--- src/rtl/inert_intf_ctrl.sv ---
// inert_intf_ctrl
//   Sequences the SPI master for the inertial sensor. After a power-up wait it
//   writes four configuration registers. It then answers each data-ready
//   interrupt by reading pitch rate and Z acceleration one byte at a time,
//   and strobes vld when a complete sample is ready for the integrator.
//
// Ports
//   clk, rst_n : system clock, asynchronous active-low reset
//   INT        : sensor data-ready level (asynchronous, synchronized here)
//   done       : SPI transaction complete pulse
//   rd_data    : SPI read word, only [7:0] carries the register byte
//   wrt, cmd   : SPI start pulse and command word (cmd holds between issues)
//   ptch_rt    : {PH, PL} signed pitch rate
//   AZ         : {AH, AL} signed Z acceleration
//   vld        : one-cycle strobe, sample is complete in that cycle
module inert_intf_ctrl #(
    parameter int INIT_W = 16
) (
    input  logic        clk,
    input  logic        rst_n,
    input  logic        INT,
    input  logic        done,
    input  logic [15:0] rd_data,
    output logic        wrt,
    output logic [15:0] cmd,
    output logic [15:0] ptch_rt,
    output logic [15:0] AZ,
    output logic        vld
);

    typedef enum logic [3:0] {
        INIT_WAIT, CFG0, CFG1, CFG2, CFG3,
        IDLE, RD_PL, RD_PH, RD_AL, RD_AH
    } state_t;

    state_t              state, nxt_state;
    logic                int_ff1, int_s;
    logic [INIT_W-1:0]   cnt;
    logic [7:0]          pl, ph, al, ah;
    logic                xfer_done;
    logic                issue;
    logic [15:0]         issue_cmd;
    logic                cap_pl, cap_ph, cap_al, cap_ah;
    logic                set_vld;
    logic                unused_rd_hi;

    assign unused_rd_hi = ^rd_data[15:8];

    // A done pulse coincident with wrt belongs to no transaction yet: the
    // master has not even seen the start request.
    assign xfer_done = done & ~wrt;

    assign ptch_rt = {ph, pl};
    assign AZ      = {ah, al};

    // Two-flop synchronizer for the asynchronous interrupt level
    always_ff @(posedge clk or negedge rst_n) begin
        if (!rst_n) begin
            int_ff1 <= 1'b0;
            int_s   <= 1'b0;
        end else begin
            int_ff1 <= INT;
            int_s   <= int_ff1;
        end
    end

    always_ff @(posedge clk or negedge rst_n) begin
        if (!rst_n) state <= INIT_WAIT;
        else        state <= nxt_state;
    end

    always_comb begin
        nxt_state = state;
        issue     = 1'b0;
        issue_cmd = 16'h0000;
        cap_pl    = 1'b0;
        cap_ph    = 1'b0;
        cap_al    = 1'b0;
        cap_ah    = 1'b0;
        set_vld   = 1'b0;
        case (state)
            INIT_WAIT: if (&cnt) begin
                nxt_state = CFG0; issue = 1'b1; issue_cmd = 16'h0D02;
            end
            CFG0: if (xfer_done) begin
                nxt_state = CFG1; issue = 1'b1; issue_cmd = 16'h1053;
            end
            CFG1: if (xfer_done) begin
                nxt_state = CFG2; issue = 1'b1; issue_cmd = 16'h1150;
            end
            CFG2: if (xfer_done) begin
                nxt_state = CFG3; issue = 1'b1; issue_cmd = 16'h1460;
            end
            CFG3: if (xfer_done) nxt_state = IDLE;
            // Level sensitive: a stuck INT restarts a read right after RD_AH
            IDLE: if (int_s) begin
                nxt_state = RD_PL; issue = 1'b1; issue_cmd = 16'hA200;
            end
            RD_PL: if (xfer_done) begin
                cap_pl = 1'b1; nxt_state = RD_PH; issue = 1'b1; issue_cmd = 16'hA300;
            end
            RD_PH: if (xfer_done) begin
                cap_ph = 1'b1; nxt_state = RD_AL; issue = 1'b1; issue_cmd = 16'hAC00;
            end
            RD_AL: if (xfer_done) begin
                cap_al = 1'b1; nxt_state = RD_AH; issue = 1'b1; issue_cmd = 16'hAD00;
            end
            RD_AH: if (xfer_done) begin
                cap_ah = 1'b1; set_vld = 1'b1; nxt_state = IDLE;
            end
            default: nxt_state = INIT_WAIT;
        endcase
    end

    // Power-up counter only runs while waiting; it wraps to 0 on leaving.
    always_ff @(posedge clk or negedge rst_n) begin
        if (!rst_n)                  cnt <= '0;
        else if (state == INIT_WAIT) cnt <= cnt + 1'b1;
    end

    always_ff @(posedge clk or negedge rst_n) begin
        if (!rst_n) begin
            wrt <= 1'b0;
            cmd <= 16'h0000;
            vld <= 1'b0;
        end else begin
            wrt <= issue;
            vld <= set_vld;
            if (issue) cmd <= issue_cmd;
        end
    end

    always_ff @(posedge clk or negedge rst_n) begin
        if (!rst_n) begin
            pl <= 8'h00;
            ph <= 8'h00;
            al <= 8'h00;
            ah <= 8'h00;
        end else begin
            if (cap_pl) pl <= rd_data[7:0];
            if (cap_ph) ph <= rd_data[7:0];
            if (cap_al) al <= rd_data[7:0];
            if (cap_ah) ah <= rd_data[7:0];
        end
    end

endmodule

--- config.mk ---
export PLATFORM = sky130hd
export DESIGN_NAME = inert_intf_ctrl
export DESIGN_NICKNAME = d
export VERILOG_FILES = /design/src/rtl/inert_intf_ctrl.sv
export SDC_FILE = /design/constraint.sdc
export NUM_CORES = 1
export LEC_CHECK = 0
export ABC_CLOCK_PERIOD_IN_PS = 5600
export CAP_MARGIN = 15
export CORE_UTILIZATION = 45
export CTS_CLUSTER_SIZE = 25
export DETAILED_ROUTE_END_ITERATION = 7
export HOLD_SLACK_MARGIN = 0.03
export PLACE_DENSITY = 0.74
export SYNTH_ARGS = -nofsm -noshare
export SYNTH_HDL_FRONTEND = slang
export SYNTH_SLANG_ARGS = --single-unit
--- constraint.sdc ---
create_clock -name clk -period 5.6 [get_ports clk]
set_input_delay 1.12 -clock clk [delete_from_list [all_inputs] [get_ports clk]]
set_output_delay 1.12 -clock clk [all_outputs]
set_load 0.05 [all_outputs]
Yosys cells after proc, flatten, opt, wreduce, memory -nomap -nowiden
Index checks and enable logic that the tools add are counted.
{"block": "word_totals", "ff_bits": 72, "in_bits": 20, "out_inout_bits": 50}
{"block": "classes", "eq_ne": 18, "n_reduce_logical": 5, "mux": 27, "n_bitwise": 2, "addsub": 1}
{"op": "16-bit one-hot mux with 8 select lines", "n": 1}
{"op": "16-bit 2-to-1 mux", "n": 4}
{"op": "13-bit 2-to-1 mux", "n": 3}
{"op": "4-bit 2-to-1 mux", "n": 9}
{"op": "4-bit one-hot mux with 9 select lines", "n": 1}
{"op": "16-bit by 1-bit adder with 16-bit output, second input constant", "n": 1}
{"op": "4-bit by 3-bit == test with 1-bit output, second input constant", "n": 4}
{"op": "2-bit != test, second input constant", "n": 8}
{"op": "16-bit AND reduction", "n": 1}
{"op": "12-bit 2-to-1 mux", "n": 1}
{"op": "9-bit AND reduction", "n": 1}
{"op": "4-bit by 2-bit == test with 1-bit output, second input constant", "n": 2}
{"op": "4-bit == test, second input constant", "n": 2}
{"op": "1-bit 2-to-1 mux", "n": 7}
{"op": "6-bit OR reduction", "n": 1}
{"op": "4-bit by 1-bit == test with 1-bit output, second input constant", "n": 1}
{"op": "4-bit logical NOT", "n": 1}
{"op": "1-bit one-hot mux with 3 select lines", "n": 1}
{"op": "2-bit by 1-bit != test with 1-bit output, second input constant", "n": 1}
{"op": "2-bit OR reduction", "n": 1}
{"op": "1-bit AND", "n": 1}
{"op": "1-bit inverter", "n": 1}

Depth between registers and ports, before layout
{"block": "logic_depth", "ltp_word": 4, "mapped_depth": 7, "depth_no_buf": 5}

Worst setup path after synthesis
No wires, ideal clock.
{"block": "synth_path", "path_type": "in2reg", "from": "in done", "to": "reg ph[0]", "stages": 4, "arrival_ns": 2.346, "setup_time_ns": 0.125, "setup_slack_ns": 3.129, "path_cell_list": "nor2b_1 -> nand3_1 -> nor2_1 -> mux2_2"}
{"block": "synth_between", "elab_chain_len": 3}
{"item": "start, declared", "line_no": "22", "source": "input logic done,"}
{"item": "1-bit AND", "line_no": "51", "source": "assign xfer_done = done & ~wrt;"}
{"item": "1-bit 2-to-1 mux", "line_no": "102", "source": "RD_PH: if (xfer_done) begin"}
{"item": "1-bit 2-to-1 mux", "line_no": "81", "source": "case (state)"}
{"item": "end signal, assigned", "line_no": "141", "source": "if (cap_ph) ph <= rd_data[7:0];"}
{"item": "end, declared", "line_no": "39", "source": "logic [7:0] pl, ph, al, ah;"}
No other way between the ends.
A chain may end at the register's enable or synchronous reset.

Worst setup path in the final report
Same ends and word-level chain as after synthesis.

==> metrics.md <==
| Metric | Value |
|---|---|
| Outcome | `complete, no violations` |
| Clk_lat worst skew | `0.34 ns` |
| CP Cell Sequence | `clkdlybuf4s50_1 -> nor2b_1 -> nand3_1 -> nor2_1 -> mux2_2` |
| Sw power | `1.02 mW` |
| Vias in the first global route | `approximately 1900` |
| Max-slew headroom | `0.381` |
| Crit path launch | `done` |
| Min Tclk post-route | `3.03 ns` |
| Fin nets | `about 320` |
| Reg power frac | `0.336` |
| R2R Path Start | `state[3]` |
| CTS Root Cell | `clkbuf_8` |
| Setup Crit Path Kind | `primary input to flop` |
| Largest net degree at the start of global routing | `between 60 and 70` |
| Power per standard cell area | `approximately 600 nW/um2` |
| Clk pwr share | `0.178` |
| Starting Density | `0.477` |
| DP Wirelength | `3.77 mm` |
| Register area | `1650 um2` |
| Register-to-Register Setup Slack | `3.19 ns` |
| Htree depth | `3` |
| DP Area | `3440 um2` |
| # Max-Cap Violations | `0` |
| Initial DRC Count | `roughly 110` |
| Hold-fix buffers, CTS | `0` |
| Number of I/O pins | `70` |
| Post-CTS Setup Inserts | `0` |
| Yosys warns | `0` |
| Slew Limit Fails | `0` |
| Crit start category | `primary input` |
| Unrepaired setup endpoints after global routing | `no` |
| Footprint of the multi-input gates | `1110 um2` |
| Reg2reg end | `cmd[11]` |
| Final setup violation count | `0` |
| Static Leak | `1.63 nW` |
| Mapped Cells | `239` |
| Worst Path Required | `5.82 ns` |
| Die area | `6710 um2` |
| Clock sink total | `66` |
| Clock transition at path regs | `0.07 ns` |
| Wire per inst | `14.8 um` |
| Vias | `around 2000` |
| Hold path startpoint | `int_ff1` |
| GRT Util Overall | `0.184` |
| Antenna cells | `0` |
| Max incr delay on CP | `0.74 ns` |
| Layout cell share with drive strength beyond 1 | `0.182` |
| Arr. time, crit path | `around 3.3 ns` |
| Post-synthesis sequential area ratio | `0.574` |
| Netlist cell types | `43` |
| P&R area growth vs syn | `27.0%` |
| Die height | `81.9 um` |
| Routability cong. | `roughly 0.75` |
| Crit path max fanout | `10` |
| Synth top area share | `0.574` |
| Die X | `about 82 um` |
| Post-route cell area | `3650 um2` |
| Cells on worst reg2reg path | `4` |
| Worst slew pin tran | `between 0.9 and 1 ns` |
| Fin crit share | `0.541` |
| Port bufs | `57` |
| Async SR Flop Fraction | `1.00` |
| CTS tree | `yes` |
| Drt total wl | `5.59 mm` |
| Filler instances | `508` |
| Overall power | `2.26 mW` |
| First-pass DRT Iterations | `4` |
| Max Clock Freq | `around 330 MHz` |
| Top FF cell, synth | `dfrtp_1` |
| Area leader, netlist | `dfrtp_1` |
| Net Sw Frac | `0.452` |
| Endpoints failing hold | `0` |
| Post-synth EDFFs | `0` |
| Post-route setup TNS | `0 ns` |
| ANT nets after route | `0` |
| PostCTS Resize Cnt | `0` |
| First-pass GRT wire length | `about 9.0 mm` |
| Layout Skew | `0.00899 ns` |
| CP endpoint kind | `flop` |
| Drt drc | `0` |
| Grt ovf | `0` |
| Initial antenna violation count | `0` |
| Cell Area, Synth | `2880 um2` |
| Max rail drop VDD | `around 370 uV` |
| Vias per cell | `5.25` |
| Core Rows | `28` |
| Clock buffer depth | `2` |
| Gate power share | `0.486` |
| Core area | `around 6000 um2` |
| Count of state elements after synthesis | `66` |
| Syn avg cell area | `12.0 um2` |
| Top cells by area, synth | `dfrtp_1 (57%), mux2_2 (9.8%), nand2_1 (5.0%)` |
| HP Class | `flop to flop` |
| Internal Power | `1.24 mW` |
| Critical path's slowest cell | `nor2_1` |
| CTS Buf Count | `9` |
| Worst setup path endpoint | `ph[0]` |
-- critical path: cells and delay by family --
family / cells / cell delay [ns]
and+or+nand+nor: 3 / 1.25
muxes: 1 / 0.41
buffers and inverters: 1 / 0.47
-- how the worst min path moves through the flow --
stage | slack [ns] | cells past startpoint | endpoint
global placement | 0.36 | 0 | int_s
CTS | 0.39 | 0 | int_s
finish | 0.38 | 0 | int_s
global route | 0.40 | 0 | int_s
detailed placement | 0.37 | 0 | int_s
floorplan | 0.33 | 0 | int_s
-- sequential cells by signal (all words and copies together) (netlist names), 4 cells and up --
name   count
ah         8
al         8
cmd       10
cnt       16
ph         8
pl         8
state      4
-- synth_stat cells (2+ instances only) --
master / instances
nor2_1: 8
nand3_1: 6
inv_1: 4
nand2_1: 38
buf_6: 4
a32o_1: 3
nor4_2: 2
o22ai_1: 2
nand4_1: 6
dfrtp_1: 66
o21ai_0: 4
xnor2_1: 12
a21oi_1: 4
a31o_2: 4
clkbuf_1: 3
buf_4: 6
nand2b_1: 3
a221o_1: 3
nor3_1: 4
nor4_1: 4
mux2_2: 25
xor2_1: 5
nor2b_1: 3
-- area by class of cell --
class / instances / share of cell area
clock inverter: 7 / 0.0212
sequential: 66 / 0.452
tap: 75 / 0.0257
multi-input combinational: 157 / 0.304
inverter: 4 / 0.00411
clock buffer: 9 / 0.0339
timing repair buffer: 59 / 0.159
-- placed cells by master, fill, tap and decap left out, types with 5 or more instances in the layout --
master and n:
clkbuf_8 9, mux2_2 25, nand3_1 6, xnor2_1 12
nor2_1 8, xor2_1 5, nand2_1 38, nand4_1 6
clkdlybuf4s50_1 56, dfrtp_1 66
-- metrics by stage --
| step | setup WS [ns] | utilization | instances | hold slack, ns |
|---|---|---|---|---|
| finish | 2.57 | 0.606 | 377 | 0.385 |
| global route | 2.47 | 0.606 | 377 | 0.400 |
| CTS | 2.62 | 0.605 | 376 | 0.387 |
| detailed placement | 2.26 | 0.571 | 360 | 0.370 |
| global placement | 2.22 | 0.571 | 360 | 0.359 |
| floorplan | 3.13 | - | 242 | 0.331 |
-- logic make-up (layout without fill, tap and decap cells) --
family          count (synthesis)  after routing  share of synthesized area
flops                          66             66                      0.574
other cells                     1              4                    0.00130
fa+ha+maj                       1              1                    0.00435
buf+inv                        19             79                     0.0435
compound gates                 27             27                     0.0722
xor+xnor                       17             17                     0.0518
simple gates                   83             83                      0.154
mux                            25             25                     0.0979
-- metal layers --
layer / vias to the layer above / global-route usage / wire length, um / part of all wire
met3: 9 / 0.0444 / 218 / 0.039
met2: 43 / 0.266 / 2630 / 0.47
met1: 978 / 0.250 / 2620 / 0.47
li1: 951 / - / - / -
met4: 0 / 0.107 / 121 / 0.022
met5: - / 0 / 0 / 0
-- power by group through the flow --
| stage | sequential [mW] | clock (mW) | combinational [mW] |
|---|---|---|---|
| floorplan | 1.16 | 0 | 0.379 |
| global placement | 0.762 | 0 | 1.09 |
| detailed placement | 0.767 | 0 | 1.10 |
| CTS | 0.759 | 0.410 | 1.10 |
| global route | 0.781 | 0.429 | 1.16 |
| finish | 0.760 | 0.401 | 1.10 |
Note: power is estimated with default switching activity, not from simulation.
